==> src/rtl/peripheral_bus_master_if.sv <==
// rtl/peripheral_bus_master_if.sv - host, register-window and memory-window signals of the bus master
// master modport faces the bus master; slave modport faces the host and peripheral side.
interface peripheral_bus_master_if;
    logic        cpu_req;
    logic        cpu_write;
    logic [31:0] cpu_address;
    logic [31:0] cpu_wdata;
    logic        cpu_ready;
    logic        cpu_rsp_valid;
    logic [31:0] cpu_rdata;
    logic        cpu_error;

    logic        reg_read;
    logic        reg_write;
    logic [1:0]  reg_address;
    logic        reg_read_valid;
    logic [31:0] reg_data_out;

    logic        mem_read;
    logic        mem_write;
    logic [7:0]  mem_address;
    logic        mem_read_valid;
    logic [31:0] mem_data_out;

    logic [31:0] wr_data;

    modport master (
        input  cpu_req, cpu_write, cpu_address, cpu_wdata,
        output cpu_ready, cpu_rsp_valid, cpu_rdata, cpu_error,
        output reg_read, reg_write, reg_address,
        input  reg_read_valid, reg_data_out,
        output mem_read, mem_write, mem_address,
        input  mem_read_valid, mem_data_out,
        output wr_data
    );

    modport slave (
        output cpu_req, cpu_write, cpu_address, cpu_wdata,
        input  cpu_ready, cpu_rsp_valid, cpu_rdata, cpu_error,
        input  reg_read, reg_write, reg_address,
        output reg_read_valid, reg_data_out,
        input  mem_read, mem_write, mem_address,
        output mem_read_valid, mem_data_out,
        input  wr_data
    );
endinterface

==> src/rtl/peripheral_bus_master.sv <==
// rtl/peripheral_bus_master.sv - single-outstanding host-to-peripheral bridge
// Decodes a register window (0..15) and a memory window (1024..2047); reads time out after TIMEOUT_CYCLES.
module peripheral_bus_master #(
    parameter int TIMEOUT_CYCLES = 16
) (
    input  logic clk,
    input  logic reset,
    peripheral_bus_master_if.master bus
);

    localparam int CW = (TIMEOUT_CYCLES > 1) ? $clog2(TIMEOUT_CYCLES) : 1;
    localparam logic [CW-1:0] CNT_LAST = CW'(TIMEOUT_CYCLES - 1);

    typedef enum logic [1:0] {S_IDLE, S_ISSUE, S_WAIT_RD, S_RESP} state_t;
    typedef enum logic [1:0] {T_NONE, T_REG, T_MEM} target_t;

    state_t         r_state;
    state_t         w_next;
    target_t        r_target;
    target_t        w_decode;
    logic           r_write;
    logic [1:0]     r_reg_addr;
    logic [7:0]     r_mem_addr;
    logic [31:0]    r_wdata;
    logic [31:0]    r_rdata;
    logic           r_error;
    logic [CW-1:0]  r_cnt;
    logic [CW-1:0]  w_cnt_next;
    logic           w_accept;
    logic           w_load_rsp;
    logic [31:0]    w_rsp_rdata;
    logic           w_rsp_error;
    logic           w_rd_valid;
    logic [31:0]    w_rd_data;

    always_comb begin
        w_decode = T_NONE;
        if (bus.cpu_address < 32'd16)
            w_decode = T_REG;
        else if (bus.cpu_address >= 32'd1024 && bus.cpu_address < 32'd2048)
            w_decode = T_MEM;
    end

    // Only the targeted window's valid counts; the other window may be chattering.
    always_comb begin
        w_rd_valid = 1'b0;
        w_rd_data  = 32'd0;
        if (r_target == T_REG) begin
            w_rd_valid = bus.reg_read_valid;
            w_rd_data  = bus.reg_data_out;
        end else if (r_target == T_MEM) begin
            w_rd_valid = bus.mem_read_valid;
            w_rd_data  = bus.mem_data_out;
        end
    end

    assign w_accept = (r_state == S_IDLE) && bus.cpu_req;

    always_comb begin
        w_next      = r_state;
        w_cnt_next  = '0;
        w_load_rsp  = 1'b0;
        w_rsp_rdata = 32'd0;
        w_rsp_error = 1'b0;
        case (r_state)
            S_IDLE: begin
                if (bus.cpu_req) begin
                    if (w_decode == T_NONE) begin
                        w_next      = S_RESP;
                        w_load_rsp  = 1'b1;
                        w_rsp_error = 1'b1;
                    end else begin
                        w_next = S_ISSUE;
                    end
                end
            end
            S_ISSUE: begin
                if (r_write) begin
                    w_next     = S_RESP;
                    w_load_rsp = 1'b1;
                end else begin
                    w_next = S_WAIT_RD;
                end
            end
            S_WAIT_RD: begin
                if (w_rd_valid) begin
                    w_next      = S_RESP;
                    w_load_rsp  = 1'b1;
                    w_rsp_rdata = w_rd_data;
                end else if (r_cnt == CNT_LAST) begin
                    w_next      = S_RESP;
                    w_load_rsp  = 1'b1;
                    w_rsp_error = 1'b1;
                end else begin
                    w_cnt_next = r_cnt + CW'(1);
                end
            end
            S_RESP: begin
                w_next = S_IDLE;
            end
            default: begin
                w_next = S_IDLE;
            end
        endcase
    end

    always_ff @(posedge clk or posedge reset) begin
        if (reset) begin
            r_state    <= S_IDLE;
            r_target   <= T_NONE;
            r_write    <= 1'b0;
            r_reg_addr <= 2'd0;
            r_mem_addr <= 8'd0;
            r_wdata    <= 32'd0;
            r_rdata    <= 32'd0;
            r_error    <= 1'b0;
            r_cnt      <= '0;
        end else begin
            r_state <= w_next;
            r_cnt   <= w_cnt_next;
            if (w_accept) begin
                r_target   <= w_decode;
                r_write    <= bus.cpu_write;
                r_reg_addr <= bus.cpu_address[3:2];
                r_mem_addr <= bus.cpu_address[9:2];
                r_wdata    <= bus.cpu_wdata;
            end
            if (w_load_rsp) begin
                r_rdata <= w_rsp_rdata;
                r_error <= w_rsp_error;
            end
        end
    end

    // Strobes decode straight from state so an async reset drops them at once.
    assign bus.reg_read      = (r_state == S_ISSUE) && (r_target == T_REG) && !r_write;
    assign bus.reg_write     = (r_state == S_ISSUE) && (r_target == T_REG) &&  r_write;
    assign bus.mem_read      = (r_state == S_ISSUE) && (r_target == T_MEM) && !r_write;
    assign bus.mem_write     = (r_state == S_ISSUE) && (r_target == T_MEM) &&  r_write;
    assign bus.reg_address   = r_reg_addr;
    assign bus.mem_address   = r_mem_addr;
    assign bus.wr_data       = r_wdata;
    assign bus.cpu_ready     = (r_state == S_IDLE);
    assign bus.cpu_rsp_valid = (r_state == S_RESP);
    assign bus.cpu_rdata     = r_rdata;
    assign bus.cpu_error     = r_error;

endmodule
==> src/flat_wrapper.sv <==
// flat-port wrapper written by rule: the top's interface ports become plain ports
module peripheral_bus_master_flat 
#(
    parameter int TIMEOUT_CYCLES = 16
)
  (clk, reset, bus_cpu_req, bus_cpu_write, bus_cpu_address, bus_cpu_wdata, bus_cpu_ready, bus_cpu_rsp_valid, bus_cpu_rdata, bus_cpu_error, bus_reg_read, bus_reg_write, bus_reg_address, bus_reg_read_valid, bus_reg_data_out, bus_mem_read, bus_mem_write, bus_mem_address, bus_mem_read_valid, bus_mem_data_out, bus_wr_data);
  peripheral_bus_master_if bus_i ();
  input  logic clk;
  input  logic reset;
  input wire logic [$bits(bus_i.cpu_req)-1:0] bus_cpu_req;
  input wire logic [$bits(bus_i.cpu_write)-1:0] bus_cpu_write;
  input wire logic [$bits(bus_i.cpu_address)-1:0] bus_cpu_address;
  input wire logic [$bits(bus_i.cpu_wdata)-1:0] bus_cpu_wdata;
  output wire logic [$bits(bus_i.cpu_ready)-1:0] bus_cpu_ready;
  output wire logic [$bits(bus_i.cpu_rsp_valid)-1:0] bus_cpu_rsp_valid;
  output wire logic [$bits(bus_i.cpu_rdata)-1:0] bus_cpu_rdata;
  output wire logic [$bits(bus_i.cpu_error)-1:0] bus_cpu_error;
  output wire logic [$bits(bus_i.reg_read)-1:0] bus_reg_read;
  output wire logic [$bits(bus_i.reg_write)-1:0] bus_reg_write;
  output wire logic [$bits(bus_i.reg_address)-1:0] bus_reg_address;
  input wire logic [$bits(bus_i.reg_read_valid)-1:0] bus_reg_read_valid;
  input wire logic [$bits(bus_i.reg_data_out)-1:0] bus_reg_data_out;
  output wire logic [$bits(bus_i.mem_read)-1:0] bus_mem_read;
  output wire logic [$bits(bus_i.mem_write)-1:0] bus_mem_write;
  output wire logic [$bits(bus_i.mem_address)-1:0] bus_mem_address;
  input wire logic [$bits(bus_i.mem_read_valid)-1:0] bus_mem_read_valid;
  input wire logic [$bits(bus_i.mem_data_out)-1:0] bus_mem_data_out;
  output wire logic [$bits(bus_i.wr_data)-1:0] bus_wr_data;
  assign bus_i.cpu_req = bus_cpu_req;
  assign bus_i.cpu_write = bus_cpu_write;
  assign bus_i.cpu_address = bus_cpu_address;
  assign bus_i.cpu_wdata = bus_cpu_wdata;
  assign bus_cpu_ready = bus_i.cpu_ready;
  assign bus_cpu_rsp_valid = bus_i.cpu_rsp_valid;
  assign bus_cpu_rdata = bus_i.cpu_rdata;
  assign bus_cpu_error = bus_i.cpu_error;
  assign bus_reg_read = bus_i.reg_read;
  assign bus_reg_write = bus_i.reg_write;
  assign bus_reg_address = bus_i.reg_address;
  assign bus_i.reg_read_valid = bus_reg_read_valid;
  assign bus_i.reg_data_out = bus_reg_data_out;
  assign bus_mem_read = bus_i.mem_read;
  assign bus_mem_write = bus_i.mem_write;
  assign bus_mem_address = bus_i.mem_address;
  assign bus_i.mem_read_valid = bus_mem_read_valid;
  assign bus_i.mem_data_out = bus_mem_data_out;
  assign bus_wr_data = bus_i.wr_data;
  peripheral_bus_master #(.TIMEOUT_CYCLES(TIMEOUT_CYCLES)) u_core (.clk(clk), .reset(reset), .bus(bus_i));
endmodule
==> config.mk <==
export PLATFORM = sky130hd
export DESIGN_NAME = peripheral_bus_master_flat
export DESIGN_NICKNAME = d
export VERILOG_FILES = /design/src/rtl/peripheral_bus_master_if.sv /design/src/rtl/peripheral_bus_master.sv /design/src/flat_wrapper.sv
export SDC_FILE = /design/constraint.sdc
export NUM_CORES = 1
export LEC_CHECK = 0
export BUFFER_PORTS_ARGS = -buffer_cell sky130_fd_sc_hd__buf_2
export CORE_MARGIN = 3
export CORE_UTILIZATION = 50
export CTS_BUF_LIST = sky130_fd_sc_hd__clkbuf_4 sky130_fd_sc_hd__clkbuf_8
export DETAILED_ROUTE_END_ITERATION = 10
export PLACE_DENSITY_LB_ADDON = 0.1
export SLEW_MARGIN = 20
export SYNTH_ARGS = -nofsm -noshare
export SYNTH_HDL_FRONTEND = slang
export SYNTH_SLANG_ARGS = --single-unit
==> constraint.sdc <==
create_clock -name clk -period 4.3 [get_ports clk]
set_input_delay 0.645 -clock clk [delete_from_list [all_inputs] [get_ports clk]]
set_output_delay 0.645 -clock clk [all_outputs]
set_load 0.03 [all_outputs]
==> results.sh <==
export IMPL_hold_buffers=0
export IMPL_hold_class="in2async"
export IMPL_area_delta_synth_final_pct=31.86
export IMPL_yosys_top_cells_count="82 x dfrtp_1, 41 x mux2_2, 33 x nand4_1"
export IMPL_worst_slew_pin_slew_ns=1.044
export IMPL_syn_nets=489
export IMPL_finalSetupViolations=0
export IMPL_place_congestion=0.7520
export IMPL_multi_input_area_um2=1775
export IMPL_io_buffers=212
export IMPL_power_density_nw_per_um2=564.3
export IMPL_initial_core_util_pct=53.30
export IMPL_synth_edf_count=0
export IMPL_synth_most_common_cell="dfrtp_1"
export IMPL_fmax_mhz=409.4
export IMPL_ir_drop_uv=505.0
export IMPL_r2r_start="u_core.r_state[0]"
export IMPL_ys_types=40
export IMPL_max_stage_delay_ns=0.61
export IMPL_path_class="reg2out"
export IMPL_relSlewSlack_pct=30.37
export IMPL_required_ns=3.65
export IMPL_io_pins=215
export IMPL_ys_top_cells_by_area="dfrtp_1 51%, mux2_2 12%, a22o_1 7.0%"
export IMPL_cp_arrival_ns=1.80
export IMPL_syn_inst=350
export IMPL_diodes=0
export IMPL_cpMaxStageDelayCell="and2b_2"
export IMPL_via_per_inst=5.665
export IMPL_grt_pass1_vias=3561
export IMPL_leakage_uw=0.002659
export IMPL_clk_pin_slew_worst_paths_ns=0.08
export IMPL_yosysTopAreaCellShare_pct=51.43
export IMPL_dp_final_hpwl_mm=8.040
export IMPL_vias=3654
export IMPL_fin_crit_sh_pct=56.80
export IMPL_maxCapViolations=0
export IMPL_drv_slew=0
export IMPL_die_area_um2=9088
export IMPL_syn_area_per_cell_um2=11.40
export IMPL_grt_ovfl_total=0
export IMPL_firstDrtPassIters=4
export IMPL_detail_route_wl_per_cell_um=17.38
export IMPL_setup_tns_ns=0
export IMPL_routed_wl_mm=11.21
export IMPL_seq_area_um2=2052
export IMPL_htree_levels=3
export IMPL_hold_viol=0
export IMPL_synth_top_cell_by_area="dfrtp_1"
export IMPL_rows=31
export IMPL_cts_buffers=9
export IMPL_reg2reg_depth=6
export IMPL_syn_cell_area_um2=3990
export IMPL_cts_tree="built"
export IMPL_r2r_end="u_core.bus.cpu_error"
export IMPL_ys_flop_type="dfrtp_1"
export IMPL_ys_warnings_count=0
export IMPL_rrSetupSlack_ns=1.98
export IMPL_crit_chain="and2b_2 > and3b_1 > buf_2"
export IMPL_n_fill_cell=619
export IMPL_grt_setup_unrepaired="no"
export IMPL_clock_sink_count=82
export IMPL_layout_drive_gt1_share_pct=51.83
export IMPL_crit_family="simple AND/OR/NAND/NOR gates"
export IMPL_totalPowerFinal_uw=2969
export IMPL_startpoint_type="flop"
export IMPL_ys_seq_area_share_pct=51.43
export IMPL_cp_max_fo=34
export IMPL_drc=0
export IMPL_grt_pass1_wl_mm=17.17
export IMPL_cts_setup_buffers=0
export IMPL_die_w_um=95.33
export IMPL_async_reset_ff_share_pct=100.0
export IMPL_fin_crit_ns=2.442
export IMPL_die_h_um=95.33
export IMPL_clk_latency_ns=0.34
export IMPL_root_buffer="clkbuf_8"
export IMPL_cts_buffer_depth=2
export IMPL_grtUsageTotal_pct=24.48
export IMPL_ys_seq_elements=82
export IMPL_antenna_found_initial=0
export IMPL_drt_initial_drc_count=143
export IMPL_clock_skew_ns=0.009125
export IMPL_crit_buf_inv=1
export IMPL_status="finished, final reports clean"
export IMPL_ant_nets=0
export IMPL_endpoint_kind="primary output"
export IMPL_grt_max_degree=53
export IMPL_nets=683
export IMPL_cts_repair_resized=0
export IMPL_design_core_area_um2=7486
[cells in the final DEF, fill, tap and decap left out, types with 2 or more instances in the layout]
master    netlist  final
nor4_1          4      4
a21o_1          2      2
buf_4           2      6
a22oi_1        32     32
nand4_1        33     33
nand3_1         2      2
and3b_1         4      4
nor2_1          4      4
clkbuf_8        0     10
o21ai_1        12     11
buf_2          10    212
nand2_1         7      6
ha_1            5      5
clkinv_2        0      2
o41ai_1         2      2
dfrtp_1        82     82
and3_1          3      3
a22o_1         32     32
o21ai_0        22     22
nor3_1          2      2
inv_1           6      5
o211a_1         2      2
mux2_2         41     41
or2_2           2      2
[flip-flops by register name, summed over array words and instances, names as in the netlist]
| name | cells |
|---|---|
| u_core.r_state | 2 |
| u_core.r_write | 1 |
| u_core.r_target | 2 |
| u_core.bus.wr_data | 32 |
| u_core.bus.mem_address | 8 |
| u_core.bus.cpu_rdata | 32 |
| u_core.r_cnt | 4 |
| u_core.bus.cpu_error | 1 |
[metrics by stage]
step                instances  hold WS, ns  utilization, %  area, um2  worst slack [ns]
floorplan                 350       0.4514               -       3990             1.547
global placement          632       0.4708           67.84       5079             1.662
detailed placement        632       0.4885           67.84       5079             1.661
CTS                       645       0.4913           70.25       5259             1.412
global route              645       0.5157           70.28       5261             1.696
finish                    645       0.4667           70.28       5261             1.858
[cell type report]
type / instances / area share, %
flip-flops and latches: 82 / 39.00
multi-input cells: 227 / 33.75
repair buffers: 218 / 21.02
clock buffers: 10 / 2.616
well taps: 99 / 2.354
clock inverters: 3 / 0.8086
inverters: 6 / 0.4518
[kinds of logic (layout without fill, tap and decap cells)]
logic type	count (synthesis)	after routing	share of synthesized area (%)
compound gates	114	114	20.73
xor+xnor	1	1	0.2195
fa+ha+maj	5	5	1.568
buf+inv	41	237	4.359
flops	82	82	51.43
mux	42	42	11.82
simple gates	65	65	9.878
[per-layer routing]
metal | vias up | routed length (um) | GRT usage, %
li1 | 1738 | - | -
met1 | 1752 | 4427 | 30.44
met2 | 154 | 5703 | 41.34
met3 | 10 | 948 | 7.261
met4 | 0 | 130 | 6.971
met5 | - | 0 | 0
[power breakdown]
group,internal (uW),leakage [uW],total (uW),switching (uW)
Clock,274,0.0000901,535,261
Combinational,463,0.00152,1320,861
Sequential,992,0.00105,1110,119
Total,1730,0.00266,2970,1240
[worst register-to-register path, cell delays in order, from the launching register on]
cell	delay, ns
dfrtp_1	0.42
inv_1	0.10
ha_1	0.27
nand2_2	0.39
a211o_2	0.61
o22ai_1	0.15
a221o_1	0.27
[how the worst max path moves through the flow]
stage,startpoint,to,slack [ns],cells after the start
after floorplan,reset,u_core.bus.cpu_error,1.55,1
after global placement,bus_cpu_req,u_core.bus.cpu_error,1.66,5
after detailed placement,u_core.r_state[0],u_core.bus.cpu_error,1.66,6
after CTS,u_core.r_target[1],bus_reg_read,1.41,3
after global routing,u_core.r_target[1],bus_reg_read,1.70,3
final,u_core.r_target[1],bus_reg_read,1.86,3
(Power assumes the default switching activity.)
